**config.mk**
```make
export PLATFORM = sky130hd
export DESIGN_NAME = vga_timing_gen
export DESIGN_NICKNAME = d
export VERILOG_FILES = /design/src/rtl/vga_timing_gen.sv
export SDC_FILE = /design/constraint.sdc
export NUM_CORES = 1
export LEC_CHECK = 0
export ABC_AREA = 1
export BUFFER_PORTS_ARGS = -buffer_cell sky130_fd_sc_hd__buf_2
export CAP_MARGIN = 20
export CELL_PAD_IN_SITES_DETAIL_PLACEMENT = 2
export CELL_PAD_IN_SITES_GLOBAL_PLACEMENT = 2
export CORE_UTILIZATION = 27
export DETAILED_ROUTE_END_ITERATION = 16
export PLACE_DENSITY = 0.75
export SYNTH_ARGS = -nofsm -noshare
export SYNTH_HDL_FRONTEND = slang
export SYNTH_SLANG_ARGS = --single-unit
```
**constraint.sdc**
```tcl
create_clock -name reloj_nexys -period 1.65 [get_ports reloj_nexys]
set_clock_uncertainty 0.2 [all_clocks]
set_input_delay 0.0825 -clock reloj_nexys [delete_from_list [all_inputs] [get_ports reloj_nexys]]
set_output_delay 0.0825 -clock reloj_nexys [all_outputs]
set_load 0.02 [all_outputs]
```
**src/rtl/vga_timing_gen.sv**
```systemverilog
// vga_timing_gen: pixel-rate strobe, beam counters and sync/blanking decode for a
// raster display.
//
// Ports
//   reloj_nexys  in   system clock, rising edge
//   reset_total  in   synchronous active-high reset
//   enable       in   run (1) / freeze (0)
//   pixel_tick   out  one-cycle strobe every CLK_DIV enabled cycles
//   pixel_x      out  horizontal counter, 0..H_TOTAL-1
//   pixel_y      out  vertical counter, 0..V_TOTAL-1
//   hsync/vsync  out  sync pulses, active level HS_POL/VS_POL
//   video_on     out  beam inside the visible area
//   line_end     out  strobe in the cycle before pixel_x wraps
//   frame_end    out  strobe in the cycle before pixel_x and pixel_y both wrap
//   frame_count  out  completed frames, modulo 2^FRAME_W
module vga_timing_gen #(
    parameter int unsigned H_ACTIVE = 640,
    parameter int unsigned H_FP     = 16,
    parameter int unsigned H_SYNC   = 96,
    parameter int unsigned H_BP     = 48,
    parameter int unsigned V_ACTIVE = 480,
    parameter int unsigned V_FP     = 10,
    parameter int unsigned V_SYNC   = 2,
    parameter int unsigned V_BP     = 33,
    parameter int unsigned CLK_DIV  = 4,
    parameter logic        HS_POL   = 1'b0,
    parameter logic        VS_POL   = 1'b0,
    parameter int unsigned COORD_W  = 11,
    parameter int unsigned FRAME_W  = 8
) (
    input  logic               reloj_nexys,
    input  logic               reset_total,
    input  logic               enable,
    output logic               pixel_tick,
    output logic [COORD_W-1:0] pixel_x,
    output logic [COORD_W-1:0] pixel_y,
    output logic               hsync,
    output logic               vsync,
    output logic               video_on,
    output logic               line_end,
    output logic               frame_end,
    output logic [FRAME_W-1:0] frame_count
);

    localparam int unsigned H_TOTAL = H_ACTIVE + H_FP + H_SYNC + H_BP;
    localparam int unsigned V_TOTAL = V_ACTIVE + V_FP + V_SYNC + V_BP;

    localparam logic [3:0]         DIV_LAST = 4'(CLK_DIV - 1);
    localparam logic [COORD_W-1:0] H_LAST   = COORD_W'(H_TOTAL - 1);
    localparam logic [COORD_W-1:0] V_LAST   = COORD_W'(V_TOTAL - 1);
    localparam logic [COORD_W-1:0] H_VIS    = COORD_W'(H_ACTIVE);
    localparam logic [COORD_W-1:0] V_VIS    = COORD_W'(V_ACTIVE);
    localparam logic [COORD_W-1:0] HS_FIRST = COORD_W'(H_ACTIVE + H_FP);
    localparam logic [COORD_W-1:0] HS_LAST  = COORD_W'(H_ACTIVE + H_FP + H_SYNC - 1);
    localparam logic [COORD_W-1:0] VS_FIRST = COORD_W'(V_ACTIVE + V_FP);
    localparam logic [COORD_W-1:0] VS_LAST  = COORD_W'(V_ACTIVE + V_FP + V_SYNC - 1);

    // Refuse to build a generator whose counters cannot reach the last position.
    if (((H_TOTAL - 1) >> COORD_W) != 0 || ((V_TOTAL - 1) >> COORD_W) != 0) begin : g_coord_chk
        $error("COORD_W too narrow for H_TOTAL-1 / V_TOTAL-1");
    end
    if (CLK_DIV < 1 || CLK_DIV > 16) begin : g_div_chk
        $error("CLK_DIV must lie in 1..16");
    end

    logic [3:0]         div_q, div_d;
    logic [COORD_W-1:0] x_q, x_d;
    logic [COORD_W-1:0] y_q, y_d;
    logic [FRAME_W-1:0] fc_q, fc_d;
    logic               hs_q, hs_d;
    logic               vs_q, vs_d;
    logic               vid_q, vid_d;
    logic               tick;
    logic               at_line_end;
    logic               at_frame_end;

    always_comb begin
        // Reset suppresses the strobes in the same cycle so nothing leaks out of a reset.
        tick         = enable && !reset_total && (div_q == DIV_LAST);
        at_line_end  = tick && (x_q == H_LAST);
        at_frame_end = at_line_end && (y_q == V_LAST);

        div_d = div_q;
        if (enable) begin
            div_d = (div_q == DIV_LAST) ? 4'd0 : div_q + 4'd1;
        end

        x_d = x_q;
        y_d = y_q;
        if (tick) begin
            if (x_q == H_LAST) begin
                x_d = '0;
                y_d = (y_q == V_LAST) ? '0 : y_q + 1'b1;
            end else begin
                x_d = x_q + 1'b1;
            end
        end

        fc_d = at_frame_end ? fc_q + 1'b1 : fc_q;

        // Decoding the next counter values keeps the registered syncs aligned with x/y.
        hs_d  = (x_d >= HS_FIRST && x_d <= HS_LAST) ? HS_POL : ~HS_POL;
        vs_d  = (y_d >= VS_FIRST && y_d <= VS_LAST) ? VS_POL : ~VS_POL;
        vid_d = (x_d < H_VIS) && (y_d < V_VIS);
    end

    always_ff @(posedge reloj_nexys) begin
        if (reset_total) begin
            div_q <= '0;
            x_q   <= '0;
            y_q   <= '0;
            fc_q  <= '0;
            hs_q  <= ~HS_POL;
            vs_q  <= ~VS_POL;
            vid_q <= 1'b1;
        end else begin
            div_q <= div_d;
            x_q   <= x_d;
            y_q   <= y_d;
            fc_q  <= fc_d;
            hs_q  <= hs_d;
            vs_q  <= vs_d;
            vid_q <= vid_d;
        end
    end

    assign pixel_tick  = tick;
    assign pixel_x     = x_q;
    assign pixel_y     = y_q;
    assign hsync       = hs_q;
    assign vsync       = vs_q;
    assign video_on    = vid_q;
    assign line_end    = at_line_end;
    assign frame_end   = at_frame_end;
    assign frame_count = fc_q;

endmodule

```
==> results.md, run 1 <==
| Parameter | This run |
| --- | --- |
| Via count of the first global-routing pass | 3,237 |
| Part of the total power dissipated in the clock network | 40.1% |
| Multiplexer share of the synthesized area | 0% |
| Vias per inst | 5.26 |
| Fin. max-slew vios | 0 |
| Synth warnings | 0 |
| Time the worst path needs with I/O delays and setup | 2320 ps |
| XOR/XNOR Fraction of Synth Area | 2.49% |
| Total instance count after detailed placement | 529 |
| Number of antenna violations at the first check in global routing | 0 |
| GRT Util Overall | 29.4% |
| Crit-path max cell delay | 380 ps |
| Detailed-router iteration count before antenna repair | 4 |
| Relative slew margins | 70.8% |
| Mean post-synth cell area | 6.73 um2 |
| Final worst-path cycle share | 141% |
| Type of the worst setup path | register to register |
| Arrival time at the worst endpoint | 2360 ps |
| Via count of the routed design | 2,984 |
| CP max stage cell | dfxtp_4 |
| Hold Vio Cnt, Final | 0 |
| Post-synthesis simple-gate area fraction | 41.7% |
| Startpoint of the worst register-to-register path | pixel_x[0]$_SDFF_PP0_ |
| Insertion delay of the later-clocked pin in the worst-skew pair | 300 ps |
| H-tree levels | 2 |
| Smallest hold slack | 36.9 ps |
| Area added between synthesis and finish | 87.3% |
| Worst hold start | enable |
| Total of hold buffers inserted after clock tree synthesis | 0 |
| Most frequent cells after synthesis | 66 x nand2_1, 52 x nor2_1, 43 x inv_1 |
| IR Drop Worst-Case VDD | 0.310 mV |
| Max Fanout on Critical Path | 4 |
| Portion of total power attributed to combinational logic | 5.8% |
| Count of buffering cells on the critical path with inverters included | 1 |
| Clock edge transition at the registers on the reported setup and hold paths | 80 ps |
| Number of setup violations in the final report | 34 |
| Largest family of logic cells by synthesized area | simple AND/OR/NAND/NOR gates |
| Sequence of cells on the critical path | ha_4 -> nand2_4 -> nor2_4 -> buf_6 -> nand4_1 -> nor2_2 -> nand4_1 -> nand2_2 -> nand2_4 -> nor2_4 -> nand3_2 -> nand2_1 |
| Post-synth top flop | dfxtp_1 |
| Total internal power | 1.22 mW |
| Post-Layout Cell Count | 567 |
| HPWL reported at the end of detailed placement | 6760 um |
| Total Wirelength | 14,900 um |
| Number of fill cells | 809 |
| Max clock buf depth | 2 |
| Total clock sinks | 37 |
| Max-capacitance violation count | 0 |
| Slew of the pin with the lowest slew margin | 434 ps |
| Number of I/O pins | 39 |
| Number of cell rows | 31 |
| Type of the most critical hold path | primary input to register |
| Post-Syn Instances | 314 |
| Overall die height | 90.5 um |
| Clock tree from TritonCTS | done |
| Average routed wire per standard cell | 26.2 um |
| Share of async-settable or async-resettable flops after synthesis | 0% |
| Most numerous cell in the Yosys netlist | nand2_1 |
| Violated checks | negative setup slack |
| Psw | 0.441 mW |
| Effective utilization at floorplan | 28.5% |
| Busiest layer in global routing | met2 |
| Antenna diode instance count | 0 |
| Buffers on Ports | 38 |
| Synth top area cells | dfxtp_1 35%, nand2_1 12%, nor2_1 9.2%, inv_1 7.6%, nand3_1 5.4% |
| Adder and majority cell fraction of the synthesized area | 2.96% |
| Routing usage on met3 | 4.46% |
| Complex-gate fraction of the synthesized area | 8.22% |
| Minimum setup slack in the final design | -668 ps |
| Placement-stage worst setup slack | -445 ps |
| EDFF count, synth | 0 |
| Status | finished, violations left |
| Global-route wire length before repair | 18,400 um |
| Kind of end point of the critical path | register |
| Count of different cell masters after synthesis | 33 |
| Final net count | 475 |
| Summed area of non-filler cells in the final layout | 3960 um2 |
| Layout cell share with drive strength beyond 1 | 62.2% |
| Total DRC errors in the routed layout | 0 |
| Netlist Area Pre-Place | 2110 um2 |
| Pin count of the biggest net entering global routing | 24 |
| Area of the die | 8190 um2 |
| Final standard cell utilization of the core | 53.5% |
| Clk Tree Root Cell | clkbuf_8 |
| Critical Path Source | pixel_x[0]$_SDFF_PP0_ |
| Synthesis-stage register bit count | 37 |
| Setup TNS | -12,110 ps |
| Core box area | 7410 um2 |
| Total power | 1.66 mW |
| Sequential Power Share | 54.0% |
| Die span in x | 90.5 um |
| Leak Pwr | 1.86 nW |
| Critical path launch point type | register |
| Met2 track demand over resource | 55.2% |
| Global Route met1 Usage | 33.1% |
| Cell family with the largest share of critical-path delay | simple AND/OR/NAND/NOR gates |
| Cell area reported after detailed placement | 3060 um2 |
| Number of nets in the synthesized netlist | 322 |
| Sequential cell area fraction in the yosys report | 35.0% |
| Required arrival time at the worst endpoint | 1690 ps |
| Detailed Route Iter0 Violations | 103 |
| Top cell type by total area after synthesis | dfxtp_1 |
| Final weighted congestion in routability-driven placement | 0.779 |
| Setup repair after global routing missed its margin | yes |
| Share of the synthesized area in the top cell type | 35.0% |
| Total clock buffers created by CTS | 5 |
| Power density normalized to cell area | 420 nW/um2 |
| Net switching fraction of the power | 26.5% |
| Aggregate global routing overflow | 0 |
| Post-route ant nets | 0 |
| Max Freq | 431 MHz |
## logic make-up (layout without fill, tap and decap cells)
family	after synthesis	count (layout)
adders and majority gates	5	5
AOI/OAI and AO/OA	32	32
and+or+nand+nor	182	182
buffers and inverters	52	206
DFF	37	37
xor gates and xnor gates	6	6
## power groups by stage
stage               clock network [mW]  registers, mW  logic [mW]
floorplan                            0          0.918      0.0325
global placement                     0          0.917      0.0659
detailed placement                   0          0.918      0.0701
CTS                              0.669          0.899      0.0793
global route                     0.709          0.900       0.102
finish                           0.668          0.899      0.0972
## flip-flops by register name (all words and copies together) (netlist names)
name / count
div_q: 4
pixel_x: 11
hsync: 1
vsync: 1
frame_count: 8
pixel_y: 11
video_on: 1
## final cells by class
cell class | count | area, um2 | share of cell area, %
clock inverters | 2 | 10.0 | 0.253
flip-flops and latches | 37 | 762 | 19.2
multi-input cells | 225 | 1620 | 41.0
clock buffers | 6 | 72.6 | 1.83
inverters | 48 | 191 | 4.83
repair buffers | 150 | 1180 | 29.8
well taps | 99 | 124 | 3.13
## path summary, 6_finish.rpt
kind                                               endpoint  slack, ps  cells past startpoint
worst min-delay path                  div_q[1]$_SDFFE_PP0P_         40                      4
worst max register to register          video_on$_SDFF_PP1_       -670                     12
worst min register to register  frame_count[7]$_SDFFE_PP0P_        330                      2
worst max-delay path                    video_on$_SDFF_PP1_       -670                     12
## repair_timing
item	CTS	global route
resized for setup	93	85
pin swaps	25	26
setup endpoints to repair	34	35
setup buffers	15	19
## worst register-to-register path: cells and delay by family (launching register included)
kind | cells | cell delay, ps
adder cells (fa/ha/maj) | 1 | 160
buffers and inverters | 1 | 140
flip-flops | 1 | 380
AND/OR/NAND/NOR | 10 | 1380
## metal layers
metal,share of wire [%],vias to the layer above
met5,0,-
met4,4.9,0
met3,4.0,49
met2,51,101
met1,40,1523
li1,-,1311
## cells in the final DEF (no fill, tap or decap), types with 4 or more instances in the layout
cell      Yosys  final
buf_4         0     80
nand2_1      66     46
buf_2         0     35
buf_6         1     34
inv_1        43     29
nor2_1       52     26
dfxtp_1      37     24
nand2_2       4     18
nor2_2        4     17
inv_2         4     15
nor2_4        2     15
nand3_1      23     12
nand4_1      11     11
nand3_2       3     11
dfxtp_2       0     11
o21ai_2       0      7
a21oi_1      12      7
nand2_4       0      6
nand3_4       2      5
a21oi_2       0      5
clkbuf_8      0      5
o21ai_1       3      4
nor3_4        1      4
nor3_1        7      4
Power figures use the tool's default switching activity.
==> run 2: changes to the inputs <==
Settings changed: ABC_AREA 1 to default, CORE_UTILIZATION 27 to 29, PLACE_DENSITY 0.75 to 0.74.
==> run 2 against run 1 <==
The flow now stops in 5_1_grt. Synthesized area is 8.5% lower. Synthesized cell count is 30% lower.
==> results.md, run 2 <==
| Parameter | This run | Change |
| --- | --- | --- |
| Total of hold buffers inserted after clock tree synthesis | 0 | unchanged |
| Number of antenna violations at the first check in global routing | 0 |  |
| Number of nets in the synthesized netlist | 227 | -30% |
| Number of I/O pins | 39 | unchanged |
| Status | stopped before the end |  |
| Most frequent cells after synthesis | 37 x dfxtp_1, 26 x nor2_1, 20 x nand2_1 |  |
| Count of different cell masters after synthesis | 45 | +36% |
| Top cell type by total area after synthesis | dfxtp_1 |  |
| Share of the synthesized area in the top cell type | 38.3% | +3.2 points |
| EDFF count, synth | 0 | unchanged |
| H-tree levels | 2 | unchanged |
| Share of async-settable or async-resettable flops after synthesis | 0% | unchanged |
| Worst EP post-GRT repair | video_on$_SDFF_PP1_/D |  |
| Mean post-synth cell area | 8.84 um2 | +31% |
| Netlist Area Pre-Place | 1940 um2 | -8.5% |
| Pin count of the biggest net entering global routing | 22 |  |
| Final weighted congestion in routability-driven placement | 0.783 | +0.44% |
| Die span in x | 83.7 um | -7.5% |
| Post-synth top flop | dfxtp_1 |  |
| Overall die height | 83.7 um | -7.5% |
| Last stage | 5_1_grt |  |
| Synthesis-stage register bit count | 37 | unchanged |
| First error message | [ERROR DPL-0033] detailed placement checks failed during check placement. |  |
| Sequential cell area fraction in the yosys report | 38.3% | +3.2 points |
| Most numerous cell in the Yosys netlist | dfxtp_1 |  |
| Clk Tree Root Cell | clkbuf_8 |  |
| HPWL reported at the end of detailed placement | 5540 um | -18% |
| Synth warnings | 0 | unchanged |
| Buffers on Ports | 38 | unchanged |
| Number of cell rows | 29 | -6.5% |
| Total clock buffers created by CTS | 5 | unchanged |
| Max clock buf depth | 2 | unchanged |
| Worst End Pin Type | register data pin |  |
| Effective utilization at floorplan | 30.3% | +1.8 points |
| Total clock sinks | 37 | unchanged |
| Synth top area cells | dfxtp_1 38%, xor2_1 8.1%, nor2_1 5.0%, xnor2_1 4.5%, nor3_1 4.1% |  |
| Post-Syn Instances | 219 | -30% |
[run 2: changes by cell type after synthesis, sizes merged, moves of 9 or more]
| cell | previous run | this run |
|---|---|---|
| nand3 | 28 | 9 |
| nor2 | 59 | 27 |
| inv | 47 | 5 |
| o21ai | 14 | 5 |
| nand2 | 70 | 20 |
| xor2 | 5 | 18 |
| xnor2 | 1 | 10 |
[run 2: logic make-up after synthesis]
kind of cell	Yosys count	synth area share, %
multiplexers	2	1.03
buffers and inverters	15	4.07
AND/OR/NAND/NOR	112	33.6
AO/OA/AOI/OAI	20	7.11
adder cells (fa/ha/maj)	5	3.23
flip-flops	37	38.3
XOR/XNOR	28	12.7
[run 2: through the flow]
stage / util, % / area [um2] / setup TNS [ps] / worst slack, ps / std cells
floorplan: - / 2000 / -11250 / -582 / 219
global placement: 43.3 / 2770 / -10810 / -581 / 397
detailed placement: 43.3 / 2770 / -13300 / -688 / 397
CTS: 50.7 / 3240 / -15410 / -587 / 421
[run 2: timing repair]
action	in CTS
cloned	0
pin swaps	20
buffers inserted	17
setup endpoints to repair	35
gates resized for setup	61
==> run 3: changes to the inputs <==
Settings changed: CELL_PAD_IN_SITES_DETAIL_PLACEMENT 2 to default, CELL_PAD_IN_SITES_GLOBAL_PLACEMENT 2 to default, CORE_UTILIZATION 29 to 40, PLACE_DENSITY 0.74 to default, PLACE_DENSITY_LB_ADDON from default to 0.15.
Clock period 1.65 ns to 2.1 ns, I/O delays scaled along.
==> run 3 against run 2 <==
The flow now finishes, with violations (negative setup slack). Synthesized area unchanged. Synthesized cell count stayed put.
==> results.md, run 3 <==
| Parameter | This run | Change |
| --- | --- | --- |
| Kind of end point of the critical path | register |  |
| Total Wirelength | 5370 um |  |
| Min-Delay Path Depth | 4 |  |
| Mean post-synth cell area | 8.84 um2 | unchanged |
| Cell depth of the worst flop-to-flop path | 8 |  |
| Area of the die | 5120 um2 |  |
| XOR/XNOR Fraction of Synth Area | 12.7% | unchanged |
| Post-route ant nets | 0 |  |
| Post-Syn Instances | 219 | unchanged |
| Fin. max-slew vios | 0 |  |
| Synthesis-stage register bit count | 37 | unchanged |
| Number of fill cells | 388 |  |
| Largest family of logic cells by synthesized area | simple AND/OR/NAND/NOR gates |  |
| Critical path launch point type | register |  |
| Max-capacitance violation count | 0 |  |
| Slew of the pin with the lowest slew margin | 321 ps |  |
| Top cell type by total area after synthesis | dfxtp_1 |  |
| Antenna diode instance count | 0 |  |
| Required arrival time at the worst endpoint | 2110 ps |  |
| Relative slew margins | 78.5% |  |
| Placement-stage worst setup slack | -238 ps | +450 ps |
| Sequential Power Share | 50.7% |  |
| Pin count of the biggest net entering global routing | 21 |  |
| Buffers on Ports | 38 | unchanged |
| Portion of total power attributed to combinational logic | 3.7% |  |
| Post-route met1 wirelength | 2490 um |  |
| Psw | 0.314 mW |  |
| Setup TNS | -436 ps |  |
| IR Drop Worst-Case VDD | 0.330 mV |  |
| Netlist Area Pre-Place | 1940 um2 | unchanged |
| Leak Pwr | 1.37 nW |  |
| Cell area reported after detailed placement | 2660 um2 | -3.7% |
| Effective utilization at floorplan | 43.0% | +13 points |
| Adder and majority cell fraction of the synthesized area | 3.23% | unchanged |
| Met3 WL post-DR | 202 um |  |
| Number of nets in the synthesized netlist | 227 | unchanged |
| Global-route wire length before repair | 8310 um |  |
| Detailed-router iteration count before antenna repair | 4 |  |
| Number of setup violations in the final report | 10 |  |
| Number of antenna violations at the first check in global routing | 0 |  |
| Share of the synthesized area in the top cell type | 38.3% | unchanged |
| Total instance count after detailed placement | 363 | -8.6% |
| Summed area of non-filler cells in the final layout | 3060 um2 |  |
| Detailed Route Iter0 Violations | 114 |  |
| Most common library cell in the layout ignoring fill and taps | buf_4 |  |
| HPWL reported at the end of detailed placement | 3700 um | -33% |
| Routed length on met2 | 2590 um |  |
| Max clock buf depth | 2 | unchanged |
| Clock tree from TritonCTS | done |  |
| Aggregate global routing overflow | 0 |  |
| Clk Tree Root Cell | clkbuf_8 |  |
| Synth warnings | 0 | unchanged |
| Setup repair after global routing missed its margin | yes |  |
| GRT Util Overall | 21.0% |  |
| Die span in x | 71.6 um | -14% |
| Total clock buffers created by CTS | 5 | unchanged |
| Minimum setup slack in the final design | -102 ps |  |
| Time the worst path needs with I/O delays and setup | 2200 ps |  |
| H-tree levels | 2 | unchanged |
| Total DRC errors in the routed layout | 0 |  |
| Average routed wire per standard cell | 14.0 um |  |
| Final weighted congestion in routability-driven placement | 0.809 | +3.4% |
| Final net count | 340 |  |
| Overall die height | 71.6 um | -14% |
| Number of I/O pins | 39 | unchanged |
| Final worst-path cycle share | 105% |  |
| Net switching fraction of the power | 22.4% |  |
| Smallest hold slack | 72.0 ps |  |
| Most frequent cells after synthesis | 37 x dfxtp_1, 26 x nor2_1, 20 x nand2_1 |  |
| Max Freq | 454 MHz |  |
| Count of different cell masters after synthesis | 45 | unchanged |
| Via count of the routed design | 1,993 |  |
| Via count of the first global-routing pass | 1,790 |  |
| Most numerous cell in the Yosys netlist | dfxtp_1 |  |
| Hold Vio Cnt, Final | 0 |  |
| Sequential cell area fraction in the yosys report | 38.3% | unchanged |
| Synth top area cells | dfxtp_1 38%, xor2_1 8.1%, nor2_1 5.0%, xnor2_1 4.5%, nor3_1 4.1% |  |
| Arrival time at the worst endpoint | 2210 ps |  |
| Share of async-settable or async-resettable flops after synthesis | 0% | unchanged |
| Complex-gate fraction of the synthesized area | 7.11% | unchanged |
| Core box area | 4500 um2 |  |
| Max Fanout on Critical Path | 6 |  |
| Clock edge transition at the registers on the reported setup and hold paths | 80 ps |  |
| Part of the total power dissipated in the clock network | 45.7% |  |
| Post-synth top flop | dfxtp_1 |  |
| Type of the worst setup path | register to register |  |
| Power density normalized to cell area | 458 nW/um2 |  |
| Post-Layout Cell Count | 385 |  |
| Top layer in use | met4 |  |
| Commonest non-fill, non-tap cells in the layout | 69 x buf_4, 37 x buf_2, 27 x dfxtp_1 |  |
| Multiplexer share of the synthesized area | 1.03% | unchanged |
| Number of cell rows | 24 | -17% |
| EDFF count, synth | 0 | unchanged |
| Type of the most critical hold path | primary input to register |  |
| Status | finished, violations left |  |
| Total power | 1.40 mW |  |
| Layout cell share with drive strength beyond 1 | 49.8% |  |
| Final standard cell utilization of the core | 67.8% |  |
| Post-synthesis simple-gate area fraction | 33.6% | unchanged |
| Area added between synthesis and finish | 57.9% |  |
| Total internal power | 1.08 mW |  |
| Violated checks | negative setup slack |  |
| Vias per inst | 5.18 |  |
| Total clock sinks | 37 | unchanged |
| Insertion delay of the later-clocked pin in the worst-skew pair | 300 ps |  |
run 3: cell counts after synthesis:
Identical to the previous run, type by type.
run 3: path summary, 6_finish.rpt:
kind                    startpoint                    end  slack (ps)
max          div_q[0]$_SDFFE_PP0P_    video_on$_SDFF_PP1_        -100
min                         enable  div_q[1]$_SDFFE_PP0P_          70
max reg2reg  div_q[0]$_SDFFE_PP0P_    video_on$_SDFF_PP1_        -100
min reg2reg  div_q[3]$_SDFFE_PP0P_  div_q[2]$_SDFFE_PP0P_         300
run 3: what timing repair did:
item	4_1_cts	5_1_grt
gates cloned	0	0
endpoints found under the hold margin	1	0
resized for setup	11	28
hold buffers	1	0
setup buffers	6	7
endpoints found under the setup margin	11	18
pin swaps	6	14
run 3: cells by family after synthesis:
| kind of cell | count (synthesis) |
|---|---|
| simple gates | 112 |
| flops | 37 |
| xor+xnor | 28 |
| compound gates | 20 |
| buf+inv | 15 |
| fa+ha+maj | 5 |
| mux | 2 |
run 3: critical path: stages (launching register included):
cell	delay, ps
dfxtp_2	350
ha_4	150
and4bb_4	260
nand4_4	160
buf_6	180
nor3_2	220
and3_1	220
nor3_2	60
o41ai_2	300
run 3: final cells by class:
class / count / area, um2 / area share [%]
Timing Repair Buffer: 115 / 803 / 26.3
Clock inverter: 3 / 45.0 / 1.47
Sequential cell: 37 / 756 / 24.7
Clock buffer: 5 / 68.8 / 2.25
Multi-Input combinational cell: 167 / 1290 / 42.2
Tap cell: 52 / 65.1 / 2.13
Inverter: 6 / 27.5 / 0.901
run 3: layer usage:
layer	vias up	track usage, %
li1	1003	-
met5	-	0
met2	53	33.2
met1	929	28.2
met4	0	8.50
met3	8	4.22
run 3: power by group through the flow:
stage          combinational (mW)  clock (mW)  sequential [mW]
2_1_floorplan              0.0240           0            0.726
3_3_place_gp               0.0492           0            0.725
3_5_place_dp               0.0493           0            0.725
4_1_cts                    0.0516       0.652            0.708
5_1_grt                    0.0558       0.683            0.709
6_report                   0.0516       0.638            0.708
